--- config.mk ---
export PLATFORM = sky130hd
export DESIGN_NAME = mem_arbiter
export DESIGN_NICKNAME = d
export VERILOG_FILES = /design/src/rtl/mem_arbiter_pkg.sv /design/src/rtl/mem_arbiter_arb_select.sv /design/src/rtl/mem_arbiter.sv
export SDC_FILE = /design/constraint.sdc
export NUM_CORES = 1
export LEC_CHECK = 0
export CAP_MARGIN = 5
export CORE_ASPECT_RATIO = 1.75
export CORE_MARGIN = 10
export CORE_UTILIZATION = 42
export DETAILED_ROUTE_END_ITERATION = 16
export PLACE_DENSITY = 0.91
export SLEW_MARGIN = 10
export SYNTH_ARGS = -nofsm -noshare
export SYNTH_HDL_FRONTEND = slang
export SYNTH_HIERARCHICAL = 1
export SYNTH_SLANG_ARGS = --single-unit
--- constraint.sdc ---
create_clock -name clk -period 1.9 [get_ports clk]
set_input_delay 0.38 -clock clk [delete_from_list [all_inputs] [get_ports clk]]
set_output_delay 0.38 -clock clk [all_outputs]
set_load 0.01 [all_outputs]
--- src/rtl/mem_arbiter_pkg.sv ---
// ============================================================================
// Module   : mem_arbiter_pkg
// Purpose  : Shared FSM encodings, grant-source constants and width helper
//            for the instruction/data memory arbiter.
// Revision : 1.0
// ============================================================================
`default_nettype none

package mem_arbiter_pkg;

    localparam logic [1:0] ST_IDLE   = 2'd0;
    localparam logic [1:0] ST_ACCESS = 2'd1;
    localparam logic [1:0] ST_RESP   = 2'd2;

    localparam logic GRANT_I = 1'b0;
    localparam logic GRANT_D = 1'b1;

    // Bits needed to hold values 0..n-1, never less than one.
    function automatic int unsigned cnt_width(input int unsigned n);
        return (n <= 1) ? 1 : $clog2(n);
    endfunction

endpackage

`default_nettype wire

--- src/rtl/mem_arbiter_arb_select.sv ---
// ============================================================================
// Module   : arb_select
// Purpose  : Data-priority winner selection with a saturating data-streak
//            counter that hands the slot to a waiting instruction request.
// Revision : 1.0
// ============================================================================
`default_nettype none

module arb_select
    import mem_arbiter_pkg::*;
#(
    parameter int MAX_D_STREAK = 4
) (
    input  logic clk,
    input  logic reset,
    input  logic i_req,
    input  logic d_req,
    input  logic grant_en,
    output logic win_d
);

    localparam int SW = cnt_width(MAX_D_STREAK + 1);
    localparam logic [SW-1:0] C_MAX = SW'(MAX_D_STREAK);

    logic [SW-1:0] streak_q;
    logic [SW-1:0] streak_d;

    always_comb begin
        win_d    = d_req && !(i_req && (streak_q == C_MAX));
        streak_d = streak_q;
        if (grant_en) begin
            // Only data grants made while an instruction waits extend the streak.
            if (win_d && i_req) begin
                streak_d = (streak_q == C_MAX) ? streak_q : streak_q + SW'(1);
            end else begin
                streak_d = '0;
            end
        end
    end

    always_ff @(posedge clk) begin
        if (reset) begin
            streak_q <= '0;
        end else begin
            streak_q <= streak_d;
        end
    end

endmodule

`default_nettype wire

--- src/rtl/mem_arbiter.sv ---
// ============================================================================
// Module   : mem_arbiter
// Purpose  : Serialises instruction and data port accesses onto one
//            fixed-latency memory; registered strobes, acks and read data.
// Revision : 1.0
// ============================================================================
`default_nettype none

module mem_arbiter
    import mem_arbiter_pkg::*;
#(
    parameter int WORD_SIZE    = 16,
    parameter int MEM_LATENCY  = 2,
    parameter int MAX_D_STREAK = 4
) (
    input  logic                 clk,
    input  logic                 reset,
    input  logic                 i_req,
    input  logic                 i_we,
    input  logic [WORD_SIZE-1:0] i_addr,
    input  logic [WORD_SIZE-1:0] i_wdata,
    output logic [WORD_SIZE-1:0] i_rdata,
    output logic                 i_ack,
    input  logic                 d_req,
    input  logic                 d_we,
    input  logic [WORD_SIZE-1:0] d_addr,
    input  logic [WORD_SIZE-1:0] d_wdata,
    output logic [WORD_SIZE-1:0] d_rdata,
    output logic                 d_ack,
    output logic                 m_read,
    output logic                 m_write,
    output logic [WORD_SIZE-1:0] m_addr,
    output logic [WORD_SIZE-1:0] m_wdata,
    input  logic [WORD_SIZE-1:0] m_rdata,
    output logic                 busy,
    output logic                 grant_d
);

    localparam int CW = cnt_width(MEM_LATENCY);
    localparam logic [CW-1:0] C_CNT_LOAD = CW'(MEM_LATENCY - 1);

    logic [1:0]           state_q,   state_d;
    logic [CW-1:0]        cnt_q,     cnt_d;
    logic                 m_read_q,  m_read_d;
    logic                 m_write_q, m_write_d;
    logic [WORD_SIZE-1:0] m_addr_q,  m_addr_d;
    logic [WORD_SIZE-1:0] m_wdata_q, m_wdata_d;
    logic [WORD_SIZE-1:0] i_rdata_q, i_rdata_d;
    logic [WORD_SIZE-1:0] d_rdata_q, d_rdata_d;
    logic                 i_ack_q,   i_ack_d;
    logic                 d_ack_q,   d_ack_d;
    logic                 busy_q,    busy_d;
    logic                 grant_d_q, grant_d_d;

    logic w_grant_en;
    logic w_win_d;
    logic w_we_sel;

    assign w_grant_en = (state_q == ST_IDLE) && (i_req || d_req);
    assign w_we_sel   = w_win_d ? d_we : i_we;

    arb_select #(
        .MAX_D_STREAK (MAX_D_STREAK)
    ) u_arb_select (
        .clk      (clk),
        .reset    (reset),
        .i_req    (i_req),
        .d_req    (d_req),
        .grant_en (w_grant_en),
        .win_d    (w_win_d)
    );

    always_comb begin
        state_d   = state_q;
        cnt_d     = cnt_q;
        m_read_d  = m_read_q;
        m_write_d = m_write_q;
        m_addr_d  = m_addr_q;
        m_wdata_d = m_wdata_q;
        i_rdata_d = i_rdata_q;
        d_rdata_d = d_rdata_q;
        i_ack_d   = 1'b0;
        d_ack_d   = 1'b0;
        busy_d    = busy_q;
        grant_d_d = grant_d_q;
        case (state_q)
            ST_IDLE: begin
                if (w_grant_en) begin
                    grant_d_d = w_win_d ? GRANT_D : GRANT_I;
                    m_addr_d  = w_win_d ? d_addr  : i_addr;
                    m_wdata_d = w_win_d ? d_wdata : i_wdata;
                    m_read_d  = !w_we_sel;
                    m_write_d = w_we_sel;
                    cnt_d     = C_CNT_LOAD;
                    busy_d    = 1'b1;
                    state_d   = ST_ACCESS;
                end
            end
            ST_ACCESS: begin
                if (cnt_q == '0) begin
                    // Memory data is valid in the last strobe cycle only.
                    if (m_read_q) begin
                        if (grant_d_q) d_rdata_d = m_rdata;
                        else           i_rdata_d = m_rdata;
                    end
                    m_read_d  = 1'b0;
                    m_write_d = 1'b0;
                    i_ack_d   = !grant_d_q;
                    d_ack_d   = grant_d_q;
                    state_d   = ST_RESP;
                end else begin
                    cnt_d = cnt_q - CW'(1);
                end
            end
            ST_RESP: begin
                busy_d  = 1'b0;
                state_d = ST_IDLE;
            end
            default: begin
                m_read_d  = 1'b0;
                m_write_d = 1'b0;
                busy_d    = 1'b0;
                state_d   = ST_IDLE;
            end
        endcase
    end

    always_ff @(posedge clk) begin
        if (reset) begin
            state_q   <= ST_IDLE;
            cnt_q     <= '0;
            m_read_q  <= 1'b0;
            m_write_q <= 1'b0;
            m_addr_q  <= '0;
            m_wdata_q <= '0;
            i_rdata_q <= '0;
            d_rdata_q <= '0;
            i_ack_q   <= 1'b0;
            d_ack_q   <= 1'b0;
            busy_q    <= 1'b0;
            grant_d_q <= 1'b0;
        end else begin
            state_q   <= state_d;
            cnt_q     <= cnt_d;
            m_read_q  <= m_read_d;
            m_write_q <= m_write_d;
            m_addr_q  <= m_addr_d;
            m_wdata_q <= m_wdata_d;
            i_rdata_q <= i_rdata_d;
            d_rdata_q <= d_rdata_d;
            i_ack_q   <= i_ack_d;
            d_ack_q   <= d_ack_d;
            busy_q    <= busy_d;
            grant_d_q <= grant_d_d;
        end
    end

    assign m_read  = m_read_q;
    assign m_write = m_write_q;
    assign m_addr  = m_addr_q;
    assign m_wdata = m_wdata_q;
    assign i_rdata = i_rdata_q;
    assign d_rdata = d_rdata_q;
    assign i_ack   = i_ack_q;
    assign d_ack   = d_ack_q;
    assign busy    = busy_q;
    assign grant_d = grant_d_q;

endmodule

`default_nettype wire

==> results of run 1 <==
critical path: cells and delay by family, from the launching register on:
kind / cells / cell delay, ns
adders and majority gates: 1 / 0.24
muxes: 1 / 0.30
AOI/OAI and AO/OA: 2 / 0.41
DFF: 1 / 0.37
buffers and inverters: 2 / 0.30
registers in the layout, indices dropped and copies added, names as in the netlist:
signal	count
busy	1
i_rdata	16
state_q	2
m_read	1
grant_d	1
d_ack	1
m_addr	16
i_ack	1
m_wdata	16
cnt_q	1
m_write	1
d_rdata	16
u_arb_select/streak_q	3
power breakdown:
part / switching [mW] / internal (mW) / total, mW
Combinational: 0.430 / 0.544 / 0.975
Sequential: 0.0751 / 1.71 / 1.78
Clock: 0.684 / 1.16 / 1.84
Total: 1.19 / 3.41 / 4.60
per-layer routing:
| metal | up-vias | GRT usage | wire length [um] |
|---|---|---|---|
| met1 | 1406 | 0.157 | 3650 |
| met2 | 121 | 0.291 | 5370 |
| met5 | - | 0 | 0 |
| met4 | 0 | 0.0539 | 144 |
| met3 | 14 | 0.0912 | 1300 |
| li1 | 1463 | - | - |
how the worst min path moves through the flow:
stage	from	end	slack [ns]	cells past startpoint
after detailed placement	i_rdata[14]$_SDFFE_PP0P_	i_rdata[14]$_SDFFE_PP0P_	0.47	2
after global routing	d_rdata[4]$_SDFFE_PP0P_	d_rdata[4]$_SDFFE_PP0P_	0.49	2
final	d_rdata[8]$_SDFFE_PP0P_	d_rdata[8]$_SDFFE_PP0P_	0.48	2
after floorplan	reset	u_arb_select/streak_q[2]$_SDFFE_PP0P_	0.45	1
after CTS	i_rdata[14]$_SDFFE_PP0P_	i_rdata[14]$_SDFFE_PP0P_	0.48	2
after global placement	d_rdata[8]$_SDFFE_PP0P_	d_rdata[8]$_SDFFE_PP0P_	0.46	2
metrics by stage:
stage               std cells   util  TNS (ns)  power [mW]
finish                    575  0.666         0        4.60
global route              575  0.666         0        4.78
CTS                       575  0.666         0        4.65
detailed placement        559  0.627     -4.50        2.80
global placement          559  0.627     -2.17        2.77
floorplan                 328      -         0        2.30
kinds of logic after synthesis:
| family | share of synthesized area |
|---|---|
| compound gates | 0.184 |
| xor+xnor | 0.00501 |
| fa+ha+maj | 0.00715 |
| buf+inv | 0.0526 |
| flops | 0.435 |
| mux | 0.189 |
| simple gates | 0.128 |
layout make-up:
| cell class | count | area share |
|---|---|---|
| clock buffer | 9 | 0.0412 |
| sequential | 76 | 0.278 |
| inverter | 6 | 0.00412 |
| multi-input combinational | 218 | 0.331 |
| clock inverter | 7 | 0.0181 |
| timing repair buffer | 167 | 0.306 |
| tap | 92 | 0.0211 |
cells in the final DEF, fill, tap and decap left out, types with 2 or more instances in the layout:
cell type	netlist	routed
clkdlybuf4s50_1	0	154
dfxtp_1	76	76
mux2i_1	66	66
nand2b_1	51	51
a21oi_1	38	38
a211oi_2	29	29
clkbuf_16	0	9
buf_4	3	9
nand2_1	4	4
inv_1	4	4
nand3_1	3	3
nor3_1	3	3
a211oi_1	3	3
buf_12	0	3
inv_2	2	2
nand3b_1	2	2
o2111ai_1	2	2
inv_6	0	2
bufinv_16	0	2
a31oi_4	1	2
ha_1	2	2
==> run summary, run 1 <==
post-route cell area = 5470 um^2
PD cells = 842 nW/um^2
min-delay worst type = register to register
max-slew violation count = 0
worst slew pin tran = 0.367 ns
multi-input logic area = 1810 um^2
Mapped Nets = 416
first-pass GRT wire length = 16500 um
core area = 8200 um^2
Synth Instances = 328
Slowest-stage cell, CP = dfxtp_1
DR WL/cell = 18.2 um
worst hold slack = 0.475 ns
r2r setup slk = 0.14 ns
fillers = 603
drt drc = 0
Max Root-Sink Buffers = 2
Synth top area share = 0.435
Setup CP Type = register to register
IR drop worst, VDD = 0.000537 V
RePlAce Congestion = 0.787
max cap viols = 0
CP startpoint = u_arb_select/streak_q[0]$_SDFFE_PP0P_
most instantiated cells after synthesis = dfxtp_1, mux2i_1, nand2b_1
RSZ-0062 raised after global routing = no
Initial Utilization = 0.426
full die area = 12500 um^2
crit path capture = m_addr[13]$_SDFFE_PP0P_
Die Y = 141 um
clock sinks = 76
Pleak = 2.13 nW
Final min period = 1.76 ns
area leader, netlist = dfxtp_1
commonest register cell after synthesis = dfxtp_1
Syn Area/Cell = 10.7 um^2
Inserted Diodes = 0
Setup Skew = 0.00560 ns
Mapped Area = 3500 um^2
status = completed
largest net degree at the start of global routing = 58
Worst EP required = 2.11 ns
top post-synthesis cells by area = dfxtp_1, mux2i_1, a211oi_2
FF/Latch Area = 1520 um^2
Reg-to-Reg Start = u_arb_select/streak_q[0]$_SDFFE_PP0P_
CTS buffer count = 9
fraction of layout cells with a size suffix above 1 = 0.135
Post-synth EDFFs = 0
post-CTS setup buffers = 0
nets@finish = 566
worst skew pair latency = 0.33 ns
clock slew at reported path FFs = 0.06 ns
root buffer cell = clkbuf_16
worst slack, placed = -0.160 ns
Ys Warns = 6
final wirelength = 10500 um
CTS Hold Bufs = 0
CTS tree = done
H-tree levels = 3
Vias = 3004
fmax = 568 MHz
FF-to-FF End = m_addr[13]$_SDFFE_PP0P_
PostCTS Resize Cnt = 0
Max FO, Critical Path = 24
Post-synth ARST share = 0
FF+latch count, synth = 76
final worst slack = 0.140 ns
Hold Violations, Final = 0
post-synthesis sequential area ratio = 0.435
Pre-antenna DRT Iters = 4
port bufs = 155
R2R cell count = 6
crit path cell chain = inv_1, ha_1, a31oi_4, buf_12, mux2i_1, a211oi_2
die width = 89.0 um
max_slew headroom = 0.754
Setup-failing EPs final = 0
initial antenna violation count = 0
Netlist cell types = 33
Rows = 44
startpoint types = register
post-route clock period utilization = 0.926
DP Wirelength = 8160 um
Iteration-0 DRC Markers = 90
Synth-to-Final Area Change = 56.2%
vias in the first global route = 3282
Tot GR Track Use = 0.166
ANT nets after route = 0
Ports = 156
most common cell in the netlist = dfxtp_1
WP data arrival = 1.97 ns
routed vias/inst = 5.22
grt total ovfl = 0
Placed Area = 5140 um^2
Worst path max stage delay = 0.37 ns
endpoint type of the worst setup path = register
Note: power is estimated with default switching activity, not from simulation.
==> run 2, diff against run 1 <==
CAP_MARGIN = 20   (was 5)
TNS_END_PERCENT = 100   (was default)
==> results of run 2 <==
Final layout, timing and power as in run 1 (identical DEF).
==> run 3, diff against run 2 <==
--- a/constraint.sdc
+++ b/constraint.sdc
@@ -3,2 +3,2 @@
 set_output_delay 0.38 -clock clk [all_outputs]
-set_load 0.01 [all_outputs]
+set_load 0.1 [all_outputs]
==> run 3 against run 2 <==
  * Routed wire length shrank 2.3%
  * Final cell count did not move
  * Die area is the same
  * First-iteration DRC count increased by 22%
  * Via count decreased by 0.73%
  * Sequential share of layout area increased by 0.63 points
  * Worst setup slack better by 0.0015 ns
  * Flip-flop and latch count stayed put
  * Global-route usage fell by 0.26 points
  * Design area shrank 2.2%
  * Critical path depth is the same
  * Clock skew is 0.0010 ns higher
  * Largest cell class unchanged
==> run summary, run 3 (synthesized netlist as in run 1, its figures left out) <==
Setup CP Type = register to register
final wirelength = 10200 um
endpoint type of the worst setup path = register
drt drc = 0
fmax = 569 MHz
core area = 8200 um^2
worst slew pin tran = 0.391 ns
grt total ovfl = 0
post-route cell area = 5350 um^2
Finished Core Util = 0.652
commonest non-fill, non-tap cells in the layout = clkdlybuf4s50_1, dfxtp_1, buf_4
post-route clock period utilization = 0.925
Worst EP required = 2.10 ns
Ports = 156
Die Y = 141 um
CTS tree = done
Vias = 2982
full die area = 12500 um^2
CP startpoint = u_arb_select/streak_q[0]$_SDFFE_PP0P_
RSZ-0062 raised after global routing = no
placed insts = 559
RePlAce Congestion = 0.766
R2R cell count = 6
DR WL/cell = 17.8 um
Setup-failing EPs final = 0
Iteration-0 DRC Markers = 110
fraction of layout cells with a size suffix above 1 = 0.277
ANT nets after route = 0
H-tree levels = 3
FF-to-FF End = m_addr[12]$_SDFFE_PP0P_
Pleak = 2.26 nW
Synth-to-Final Area Change = 52.8%
Rows = 44
Inserted Diodes = 0
port bufs = 155
PD cells = 966 nW/um^2
post-CTS setup buffers = 0
Hold Violations, Final = 0
max cap viols = 0
clock sinks = 76
largest net degree at the start of global routing = 92
Final min period = 1.76 ns
WP data arrival = 1.96 ns
clock slew at reported path FFs = 0.06 ns
initial antenna violation count = 0
max_slew headroom = 0.740
Max Root-Sink Buffers = 2
Setup Skew = 0.00665 ns
Post-Layout Cell Count = 575
total power = 5.16 mW
CTS buffer count = 9
DP Wirelength = 8000 um
die width = 89.0 um
Initial Utilization = 0.426
vias in the first global route = 3304
final setup TNS = 0 ns
worst hold slack = 0.477 ns
Placed Area = 5040 um^2
max-slew violation count = 0
min-delay worst type = register to register
r2r setup slk = 0.14 ns
startpoint types = register
IR drop worst, VDD = 0.000558 V
first-pass GRT wire length = 16400 um
PostCTS Resize Cnt = 0
root buffer cell = clkbuf_16
nets@finish = 566
worst skew pair latency = 0.33 ns
worst slack, placed = -0.122 ns
Reg-to-Reg Start = u_arb_select/streak_q[0]$_SDFFE_PP0P_
Max FO, Critical Path = 24
Pre-antenna DRT Iters = 4
crit path capture = m_addr[12]$_SDFFE_PP0P_
CTS Hold Bufs = 0
most common library cell in the layout ignoring fill and taps = clkdlybuf4s50_1
final worst slack = 0.142 ns
routed vias/inst = 5.19
status = completed
Tot GR Track Use = 0.163
run 3: cell types whose count changed in the layout (fill, tap and decap cells not counted), sizes merged:
cell and change:
clkdlybuf4s50 -70, inv -2, buf +70, bufinv -1, clkbuf +3
run 3: worst min path at each step:
| stage | to | from | depth (start not counted) |
|---|---|---|---|
| 2_1_floorplan | u_arb_select/streak_q[2]$_SDFFE_PP0P_ | reset | 1 |
| 3_3_place_gp | d_rdata[8]$_SDFFE_PP0P_ | d_rdata[8]$_SDFFE_PP0P_ | 2 |
| 3_5_place_dp | d_rdata[11]$_SDFFE_PP0P_ | d_rdata[11]$_SDFFE_PP0P_ | 2 |
| 4_1_cts | d_rdata[11]$_SDFFE_PP0P_ | d_rdata[11]$_SDFFE_PP0P_ | 2 |
| 5_1_grt | d_rdata[5]$_SDFFE_PP0P_ | d_rdata[5]$_SDFFE_PP0P_ | 2 |
| 6_report | d_rdata[11]$_SDFFE_PP0P_ | d_rdata[11]$_SDFFE_PP0P_ | 2 |
run 3: routing by layer:
metal	vias to the layer above	track usage	part of all wire
li1	1470	-	-
met1	1398	0.162	0.35
met2	108	0.286	0.53
met3	6	0.0796	0.11
met4	0	0.0530	0.0089
met5	-	0	0
run 3: power by group:
group          leakage, nW  internal [mW]  switching, mW
logic                 1.49          0.530           1.12
clock network        0.149           1.08          0.635
registers            0.623           1.71         0.0817
run 3: final cells by class:
cell class              count  area [um^2]
flip-flops and latches     76         1520
clock inverters             4         47.5
inverters                   6         22.5
well taps                  92          115
multi-input cells         218         1810
repair buffers            167         1570
clock buffers              12          256
fillers                   641         2860
run 3: worst max-delay path, stage by stage, from the launching register on:
cell      delay (ns)
dfxtp_1         0.38
inv_1           0.06
ha_1            0.23
a31oi_4         0.31
buf_12          0.24
mux2i_1         0.29
a211oi_2        0.10
